### src/rtl/req_prio_pkg.sv
// Shared types and defaults for the request priority encoder.
// Holds the FSM state encoding and the default line count / code width.
package req_prio_pkg;

    localparam int N_DEF = 8;
    localparam int W_DEF = 3;

    typedef enum logic [1:0] {
        ST_IDLE  = 2'b00,
        ST_GRANT = 2'b01,
        ST_GAP   = 2'b10
    } state_e;

endpackage

### src/rtl/prio_enc_comb.sv
// Combinational priority encoder: highest set bit index plus any flag.
// Ports: vec_i (active-high lines), idx_o (highest set index), any_o.
module prio_enc_comb #(
    parameter int N = 8,
    parameter int W = 3
) (
    input  logic [N-1:0] vec_i,
    output logic [W-1:0] idx_o,
    output logic         any_o
);

    // Ascending scan: the last hit, i.e. the highest index, wins.
    always_comb begin
        idx_o = '0;
        any_o = |vec_i;
        for (int i = 0; i < N; i++) begin
            if (vec_i[i]) begin
                idx_o = W'(i);
            end
        end
    end

endmodule

### src/rtl/req_priority_encoder.sv
// Sticky 74x148-style priority encoder with a valid/ack grant handshake.
// Ports: clk, reset (async high), en_l, req_l[N], ack -> code[W],
// valid, gs_l, eo_l. All outputs registered.
module req_priority_encoder
    import req_prio_pkg::*;
#(
    parameter int N = N_DEF,
    parameter int W = W_DEF
) (
    input  logic         clk,
    input  logic         reset,
    input  logic         en_l,
    input  logic [N-1:0] req_l,
    input  logic         ack,
    output logic [W-1:0] code,
    output logic         valid,
    output logic         gs_l,
    output logic         eo_l
);

    state_e         state_q, state_d;
    logic [N-1:0]   pend_q, pend_d;
    logic [N-1:0]   set_v, clr_v;
    logic [W-1:0]   code_q, code_d;
    logic           valid_q, valid_d;
    logic           gs_q, gs_d;
    logic           eo_q, eo_d;
    logic [W-1:0]   top_idx;
    logic           any_pend;

    prio_enc_comb #(
        .N(N),
        .W(W)
    ) u_enc (
        .vec_i(pend_q),
        .idx_o(top_idx),
        .any_o(any_pend)
    );

    // Pending update: clear the acked bit, then OR in new
    // requests so a still-held request survives its own ack.
    always_comb begin
        set_v = en_l ? '0 : ~req_l;
        clr_v = '0;
        if (state_q == ST_GRANT && ack) begin
            clr_v[code_q] = 1'b1;
        end
        pend_d = (pend_q & ~clr_v) | set_v;
    end

    always_comb begin
        state_d = state_q;
        unique case (state_q)
            ST_IDLE, ST_GAP: begin
                state_d = (!en_l && any_pend) ? ST_GRANT : ST_IDLE;
            end
            ST_GRANT: begin
                state_d = ack ? ST_GAP : ST_GRANT;
            end
            default: begin
                state_d = ST_IDLE;
            end
        endcase
    end

    // Code loads only on entry to GRANT, so it is frozen while
    // valid and keeps its last value otherwise.
    always_comb begin
        code_d  = code_q;
        if (state_q != ST_GRANT && state_d == ST_GRANT) begin
            code_d = top_idx;
        end
        valid_d = (state_d == ST_GRANT);
        gs_d    = ~(~en_l & (|pend_d));
        eo_d    = ~(~en_l & ~(|pend_d));
    end

    always_ff @(posedge clk or posedge reset) begin
        if (reset) begin
            state_q <= ST_IDLE;
            pend_q  <= '0;
            code_q  <= '0;
            valid_q <= 1'b0;
            gs_q    <= 1'b1;
            eo_q    <= 1'b1;
        end else begin
            state_q <= state_d;
            pend_q  <= pend_d;
            code_q  <= code_d;
            valid_q <= valid_d;
            gs_q    <= gs_d;
            eo_q    <= eo_d;
        end
    end

    assign code  = code_q;
    assign valid = valid_q;
    assign gs_l  = gs_q;
    assign eo_l  = eo_q;

endmodule

### config.mk
export PLATFORM = sky130hd
export DESIGN_NAME = req_priority_encoder
export DESIGN_NICKNAME = d
export VERILOG_FILES = /design/src/rtl/req_prio_pkg.sv /design/src/rtl/prio_enc_comb.sv /design/src/rtl/req_priority_encoder.sv
export SDC_FILE = /design/constraint.sdc
export NUM_CORES = 1
export LEC_CHECK = 0
export ABC_AREA = 1
export ABC_CLOCK_PERIOD_IN_PS = 3300
export CAP_MARGIN = 20
export CORE_ASPECT_RATIO = 0.7
export CORE_MARGIN = 4
export CORE_UTILIZATION = 40
export CTS_CLUSTER_DIAMETER = 100
export CTS_CLUSTER_SIZE = 20
export DETAILED_ROUTE_END_ITERATION = 10
export GPL_TIMING_DRIVEN = 0
export PLACE_DENSITY = 0.7
export REMOVE_ABC_BUFFERS = 1
export SYNTH_ARGS = -nofsm -noshare
export SYNTH_HDL_FRONTEND = slang
export SYNTH_SLANG_ARGS = --single-unit
### constraint.sdc
create_clock -name clk -period 3.3 [get_ports clk]
set_clock_uncertainty 0.15 [all_clocks]
set_input_delay 0.825 -clock clk [delete_from_list [all_inputs] [get_ports clk]]
set_output_delay 0.825 -clock clk [all_outputs]
set_load 0.01 [all_outputs]
==> Word-level counts from Yosys, hierarchy flattened <==
Index checks and enable logic that the tools add are counted.
{ "word_totals": {"reg_bits": 16, "latchBits": 0, "mem_bits_rw": 0, "romBits": 0, "inputBits": 12, "mem_count": 0} }
{ "op_classes": {"addsub": 0, "n_mul": 0, "div_mod_pow": 0, "n_lt_le_gt_ge": 2, "eq_ne": 4, "shift": 0, "n_mux": 14, "n_bitwise": 10, "n_reduce_logical": 9} }
{ "op_table": {"columns": ["cell", "count"], "rows": [
  ["$mux 8", 2],
  ["$not 8->8", 2],
  ["$reduce_or 8->1", 2],
  ["$mux 3", 4],
  ["$and 8x8->8", 1],
  ["$or 8x8->8", 1],
  ["$mux 2", 3],
  ["$eq 2x1->1 const B", 2],
  ["$logic_and 1x1->1", 4],
  ["$lt 3x4->1 const B", 1],
  ["$not 1->1", 4],
  ["$pmux 2 s2", 1],
  ["$demux 1 s3", 1],
  ["$ge 3x1->1 const B", 1],
  ["$mux 1", 3],
  ["$and 1x1->1", 2],
  ["$eq 2x2->1 const B", 1],
  ["$logic_not 2->1", 1],
  ["$ne 2x1->1 const B", 1],
  ["$reduce_or 2->1", 1],
  ["$logic_not 1->1", 1]
]} }

==> Depth between registers and ports, before layout <==
Gate-level depths: netlist of run 1.
{ "logic_depth": {"depth_word": 12, "depth_mapped": 9, "mapped_depth_nobuf": 9} }

==> Cells and area by module <==
A second synthesis of run 1 with hierarchy kept.
{ "unflattened": {"cells_unflattened": 120, "area_unflattened_um2": 849.6} }
{ "modules_own_cells": {"columns": ["module", "n_inst", "cells_each", "area_each_um2", "seq_area_each_um2"], "rows": [
  ["req_priority_encoder", 1, 100, 772.0, 402.9],
  ["prio_enc_comb", 1, 20, 77.6, 0.0]
]} }

==> Worst setup path after synthesis of run 1 <==
OpenSTA, ideal clock, no wires.
{ "synth_path": {"path_type": "input -> register", "from": "in en_l", "to": "reg code_q[0], in the netlist code[0]", "setup_ns": 0.129, "t_arrival_ns": 1.396, "path_slack_ns": 1.625, "cell_stages": 6, "path_cell_list": "buf_2 -> inv_2 -> nand3_1 -> nand2_1 -> o21ai_0 -> o21ai_0"} }
{ "synth_via": {"elab_chain_cells": 6} }
{ "synth_rtl": {"columns": ["item", "line_no", "source"], "rows": [
  ["start: declaration", "req_priority_encoder.sv:12", "input logic en_l,"],
  ["$logic_not 1->1", "req_priority_encoder.sv:55", "state_d = (!en_l && any_pend) ? ST_GRANT : ST_IDLE;"],
  ["$logic_and 1x1->1", "req_priority_encoder.sv:55", null],
  ["$mux 1", "req_priority_encoder.sv:55", null],
  ["$pmux 2 s2", "req_priority_encoder.sv:53", "unique case (state_q)"],
  ["$eq 2x1->1", "req_priority_encoder.sv:70", "if (state_q != ST_GRANT && state_d == ST_GRANT) begin"],
  ["$logic_and 1x1->1", "req_priority_encoder.sv:70", null],
  ["end signal: assignment", "req_priority_encoder.sv:89", "code_q <= code_d;"],
  ["end: declaration", "req_priority_encoder.sv:24", "logic [W-1:0] code_q, code_d;"]
]} }
Every way passes these cells.
A chain may end at the register's enable or synchronous reset.

==> Worst setup path in the final report of run 1 <==
{ "layout_path": {"from": "reg gs_q, in the netlist gs_l", "to": "out gs_l"} }
{ "layout_lines": {"columns": ["item", "line_no", "source"], "rows": [
  ["start: declaration", "req_priority_encoder.sv:26", "logic gs_q, gs_d;"],
  ["start signal: assignment", "req_priority_encoder.sv:91", "gs_q <= gs_d;"],
  ["end: declaration", "req_priority_encoder.sv:17", "output logic gs_l,"]
]} }
No word-level cell between the ends.

==> results of run 1 <==
==> per-layer routing <==
layer | GRT usage, % | vias up
li1 | - | 374
met1 | 17.0 | 306
met2 | 18.6 | 28
met3 | 5.43 | 2
met4 | 3.90 | 0
met5 | 0 | -
==> logic make-up (layout without fill, tap and decap cells) <==
group	Yosys count	count (layout)	share of synthesized area [%]
AO/OA/AOI/OAI	9	9	6.41
buffers and inverters	25	45	11.6
flip-flops	16	16	49.2
AND/OR/NAND/NOR	59	59	32.8
==> stage by stage <==
stage / setup slack (ns) / power, mW / area [um^2] / cells
detailed placement: 0.918 / 0.601 / 1010 / 147
global placement: 0.963 / 0.593 / 1010 / 147
floorplan: 1.66 / 0.491 / 815 / 108
CTS: 0.967 / 0.733 / 1050 / 151
finish: 0.987 / 0.726 / 1050 / 151
global route: 0.940 / 0.786 / 1050 / 151
==> report_power, final <==
group	total [mW]	internal [mW]	leakage, nW	switching [mW]
Clock	0.128	0.0673	0.0210	0.0609
Combinational	0.280	0.119	0.288	0.160
Sequential	0.317	0.260	0.165	0.0578
==> state kept, by name, indices dropped and copies added (netlist names) <==
| register | count |
|---|---|
| state_q | 2 |
| code | 3 |
| valid | 1 |
| eo_l | 1 |
| gs_l | 1 |
| pend_q | 8 |
==> cell type report <==
class / count / area share, %
Inverter: 24 / 8.59
Sequential cell: 16 / 38.4
Tap cell: 22 / 2.63
Timing Repair Buffer: 17 / 16.2
Multi-Input combinational cell: 68 / 30.7
Clock buffer: 4 / 3.46
==> how the worst max path moves through the flow <==
stage                                end  slack [ns]
after floorplan           gs_l$_DFF_PP1_        1.66
after global placement    gs_l$_DFF_PP1_        0.96
after detailed placement  eo_l$_DFF_PP1_        0.92
after CTS                           gs_l        0.97
after global routing             code[2]        0.94
final                               gs_l        0.99
==> tightest hold or removal path: cells and delay by family (launching register included) <==
family / cells / cell delay, ns
AO/OA/AOI/OAI: 2 / 0.15
flip-flops: 1 / 0.35
==> placed cells by master (no fill, tap or decap) <==
cell type and count:
a21oi_1 1, clkbuf_4 3, clkbuf_8 1, clkdlybuf4s50_1 17
dfrtp_1 14, dfstp_2 2, inv_1 19, inv_2 5
nand2_1 9, nand3_1 13, nand3_4 1, nand4_1 1
nor2_1 29, nor2_2 6, o21ai_0 4, o21ai_1 2
o311ai_0 2
==> out/results.tsv, run 1 <==
metric	value	unit
worstSkewPairLatency	0.29	ns
synthCells	109	
fmax	432	MHz
die_area	2850	um^2
yosys-top-cells-area	dfrtp_1 43%, nor2_1 13%, inv_1 8.7%, nand3_1 7.9%, dfstp_2 6.4%	
min_path_cells	2	
netlist.area_leader.share	42.7	%
dr.pass1.iters	4	
synth_seq_area_share	49.2	%
synth_flop_cell	dfrtp_1	
clk_pin_slew	0.09	ns
grt_pass1_wl	2.75	mm
final_nets	142	
fin_crit_sh	70.1	%
synth_commonest_cells	29 x nor2_1, 19 x inv_1, 14 x dfrtp_1	
place_hpwl	1.28	mm
cp.depth	1	
drt_iter0_markers	25	
power_density	692	nW/um^2
cts_tree	done	
cts_root_buf	clkbuf_4	
synth_seq_cells	16	
rows	13	
holdPathEnd	code[0]$_DFFE_PP0P_	
met3_length	123	um
numCtsBuffers	3	
startpoint	gs_l$_DFF_PP1_	
status	finished, final reports clean	
area_delta_synth_final	27.9	%
num-fill-cells	181	
grt_usage	12.7	%
end_kind	output port	
htreeDepth	1	
routed_wl	1.63	mm
syn_area_per_cell	7.52	um^2
cp_data_arrival_time	1.34	ns
critPathMaxStageDelay	0.53	ns
port_buffers	17	
yosysTopAreaCell	dfrtp_1	
rr_startpoint	code[1]$_DFFE_PP0P_	
rsz0062_at_grt	false	
die_h	45.9	um
grt.overflow.total	0	
grt_pass1_vias	621	
gp_congestion	0.801	
path_delay_family	buffers and inverters	
wl_per_cell	10.8	um
tns	0	ns
antenna_found_initial	0	
drv_cap	0	
drive_above_1_share	14.0	%
hold_viol_final	0	
relSlewSlack	60.8	%
vias	710	
synth_area	820	um^2
peakVddDrop	0.000453	V
critical_path_class	reg -> out	
cts_resized	0	
crit_buf_inv	1	
min_path_type	reg -> reg	
whs	0.379	ns
multi_input_area	322	um^2
synth_most_common_cell	nor2_1	
post_cts_buffers	0	
met1_length	834	um
synth_edf_count	0	
r2r_cells	9	
crit_chain	clkdlybuf4s50_1	
period_needed	2.31	ns
pin_count	18	
fp.coreArea	1900	um^2
final_util	55.1	%
yosys_warnings	0	
start_util	43.1	%
ant_nets	0	
cts-hold-fix-buffers	0	
viasPerCell	4.70	
numClockSinks	16	
diodes	0	
maxUsedRoutingLayer	met4	
start_kind	flip-flop	
worst_pin_slew	0.588	ns
hp-start	pend_q[7]$_DFF_PP0_	
r2r_slack	1.84	ns
p_leak	0.474	nW
crit_slowest_cell	clkdlybuf4s50_1	
grt_max_degree	17	
wl_met2	665	um
die_w	62.1	um
synthArstFlopShare	100	%
cts_buffer_depth	2	
path_max_fanout	1	
synthDistinctLibCells	15	
crit_required	2.32	ns
seqCellArea	403	um^2
slew_violations	0	
regToRegEndpoint	gs_l$_DFF_PP1_	
drc	0	
setup_violations	0	
Power figures use the tool's default switching activity.
==> inputs of run 2 (changes only) <==
Settings changed: ABC_CLOCK_PERIOD_IN_PS 3300 to 2000, PLACE_DENSITY 0.7 to 0.72.
Clock period 3.3 ns to 2 ns, I/O delays scaled along.
==> run 2 against run 1 <==
Net effect:
- core utilization is 0.26 points higher
- power increased by 66%
- global-route usage up 0.43 points
- setup slack lost 0.90 ns
- non-clock buffer count did not move
- critical path type unchanged
- critical endpoint is now code[0]
==> out/results.tsv, run 2 (synthesis gave the netlist of run 1 again) <==
metric	value	unit	change
status	finished, final reports clean		unchanged
drive_above_1_share	16.3	%	was 14.0%
hold_viol_final	0		unchanged
largest_reg_flops	8		unchanged
clk_pin_slew	0.09	ns	about the same
cp_data_arrival_time	1.26	ns	was 1.34 ns
fin_crit_sh	95.7	%	
critical_path_class	reg -> out		unchanged
fmax	522	MHz	
gp_congestion	0.805		was 0.801
crit_slowest_cell	clkdlybuf4s50_1		unchanged
min_path_type	reg -> reg		unchanged
htreeDepth	1		unchanged
worst_pin_slew	0.587	ns	was 0.588 ns
start_kind	flip-flop		unchanged
grt_pass1_wl	2.82	mm	was 2.75 mm
diodes	0		unchanged
placed_cells	147		unchanged
cts-hold-fix-buffers	0		unchanged
cts_resized	1		was 0
vias	725		was 710
grt_max_degree	17		unchanged
cts_tree	done		unchanged
rsz0062_at_grt	false		unchanged
die_w	62.1	um	unchanged
stdcell_area	1050	um^2	about the same
postPlaceCellArea	1010	um^2	unchanged
path_delay_family	buffers and inverters		unchanged
place_hpwl	1.30	mm	was 1.28 mm
end_kind	output port		unchanged
crit_buf_inv	1		unchanged
die_area	2850	um^2	unchanged
final_nets	142		unchanged
peakVddDrop	0.000740	V	was 0.000453 V
ant_nets	0		unchanged
stdcell_count	151		unchanged
whs	0.393	ns	was 0.379 ns
wl_per_cell	10.5	um	was 10.8 um
grt_usage	13.1	%	was 12.7%
p_leak	0.479	nW	was 0.474 nW
cts_buffer_depth	2		unchanged
multi_input_area	322	um^2	unchanged
dr.pass1.iters	4		unchanged
antenna_found_initial	0		unchanged
routed_wl	1.58	mm	was 1.63 mm
final_util	55.4	%	was 55.1%
power	1.20	mW	was 0.726 mW
drt_iter0_markers	23		was 25
power_density	1140	nW/um^2	was 692 nW/um^2
numCtsBuffers	3		unchanged
crit_chain	clkdlybuf4s50_1		unchanged
relSlewSlack	60.8	%	about the same
layout_commonest_cell	nor2_1		unchanged
slew_violations	0		unchanged
setup_violations	0		unchanged
fin_ws	0.0858	ns	was 0.987 ns
drv_cap	0		unchanged
r2r_slack	0.55	ns	was 1.84 ns
top_register	pend_q		unchanged
layout_common_cells	29 x nor2_1, 19 x inv_1, 15 x clkdlybuf4s50_1		was 29 x nor2_1, 19 x inv_1, 17 x clkdlybuf4s50_1
worstSkewPairLatency	0.28	ns	was 0.29 ns
area_delta_synth_final	28.5	%	was 27.9%
start_util	43.1	%	unchanged
path_max_fanout	6		was 1
drc	0		unchanged
cts_root_buf	clkbuf_4		unchanged
seqCellArea	407	um^2	was 403 um^2
numClockSinks	16		unchanged
grt.overflow.total	0		unchanged
tns	0	ns	unchanged
num-fill-cells	186		was 181
fp.coreArea	1900	um^2	unchanged
critPathMaxStageDelay	0.55	ns	was 0.53 ns
port_buffers	17		unchanged
viasPerCell	4.80		was 4.70
rows	13		unchanged
die_h	45.9	um	unchanged
pin_count	18		unchanged
period_needed	1.91	ns	
dp_worst_setup_slack	-0.0557	ns	was 0.918 ns
grt_pass1_vias	656		was 621
post_cts_buffers	0		unchanged
crit_required	1.35	ns	was 2.32 ns
[run 2: cell count changes in the layout (fill, tap and decap cells not counted), sizes merged]
cell           delta
clkdlybuf4s50     -2
dlygate4sd2       +1
dlymetal6s2s      +1
[run 2: worst paths after layout]
check | from | endpoint | depth (start not counted)
min | pend_q[7]$_DFF_PP0_ | code[0]$_DFFE_PP0P_ | 2
min reg2reg | pend_q[7]$_DFF_PP0_ | code[0]$_DFFE_PP0P_ | 2
max in group asynchronous | reset | code[1]$_DFFE_PP0P_ | 2
max | code[0]$_DFFE_PP0P_ | code[0] | 1
min in group asynchronous | reset | valid$_DFF_PP0_ | 2
max reg2reg | code[1]$_DFFE_PP0P_ | gs_l$_DFF_PP1_ | 9
[run 2: final cells by class]
class / instances / share of cell area, %
Sequential cell: 16 / 38.6
Inverter: 24 / 8.55
Timing Repair Buffer: 17 / 16.3
Tap cell: 22 / 2.61
Clock buffer: 4 / 3.44
Multi-Input combinational cell: 68 / 30.5
[run 2: metal layers]
metal / vias up / wire (um) / track usage (%)
met5: - / 0 / 0
met4: 0 / 6 / 2.60
met3: 3 / 121 / 5.93
met2: 24 / 661 / 20.0
met1: 321 / 794 / 17.3
li1: 377 / - / -
[run 2: power breakdown]
part           leakage, nW  total [mW]  switching, mW  internal [mW]
combinational        0.295       0.462          0.264          0.198
clock               0.0210       0.212          0.101          0.111
sequential           0.162       0.529         0.0942          0.435
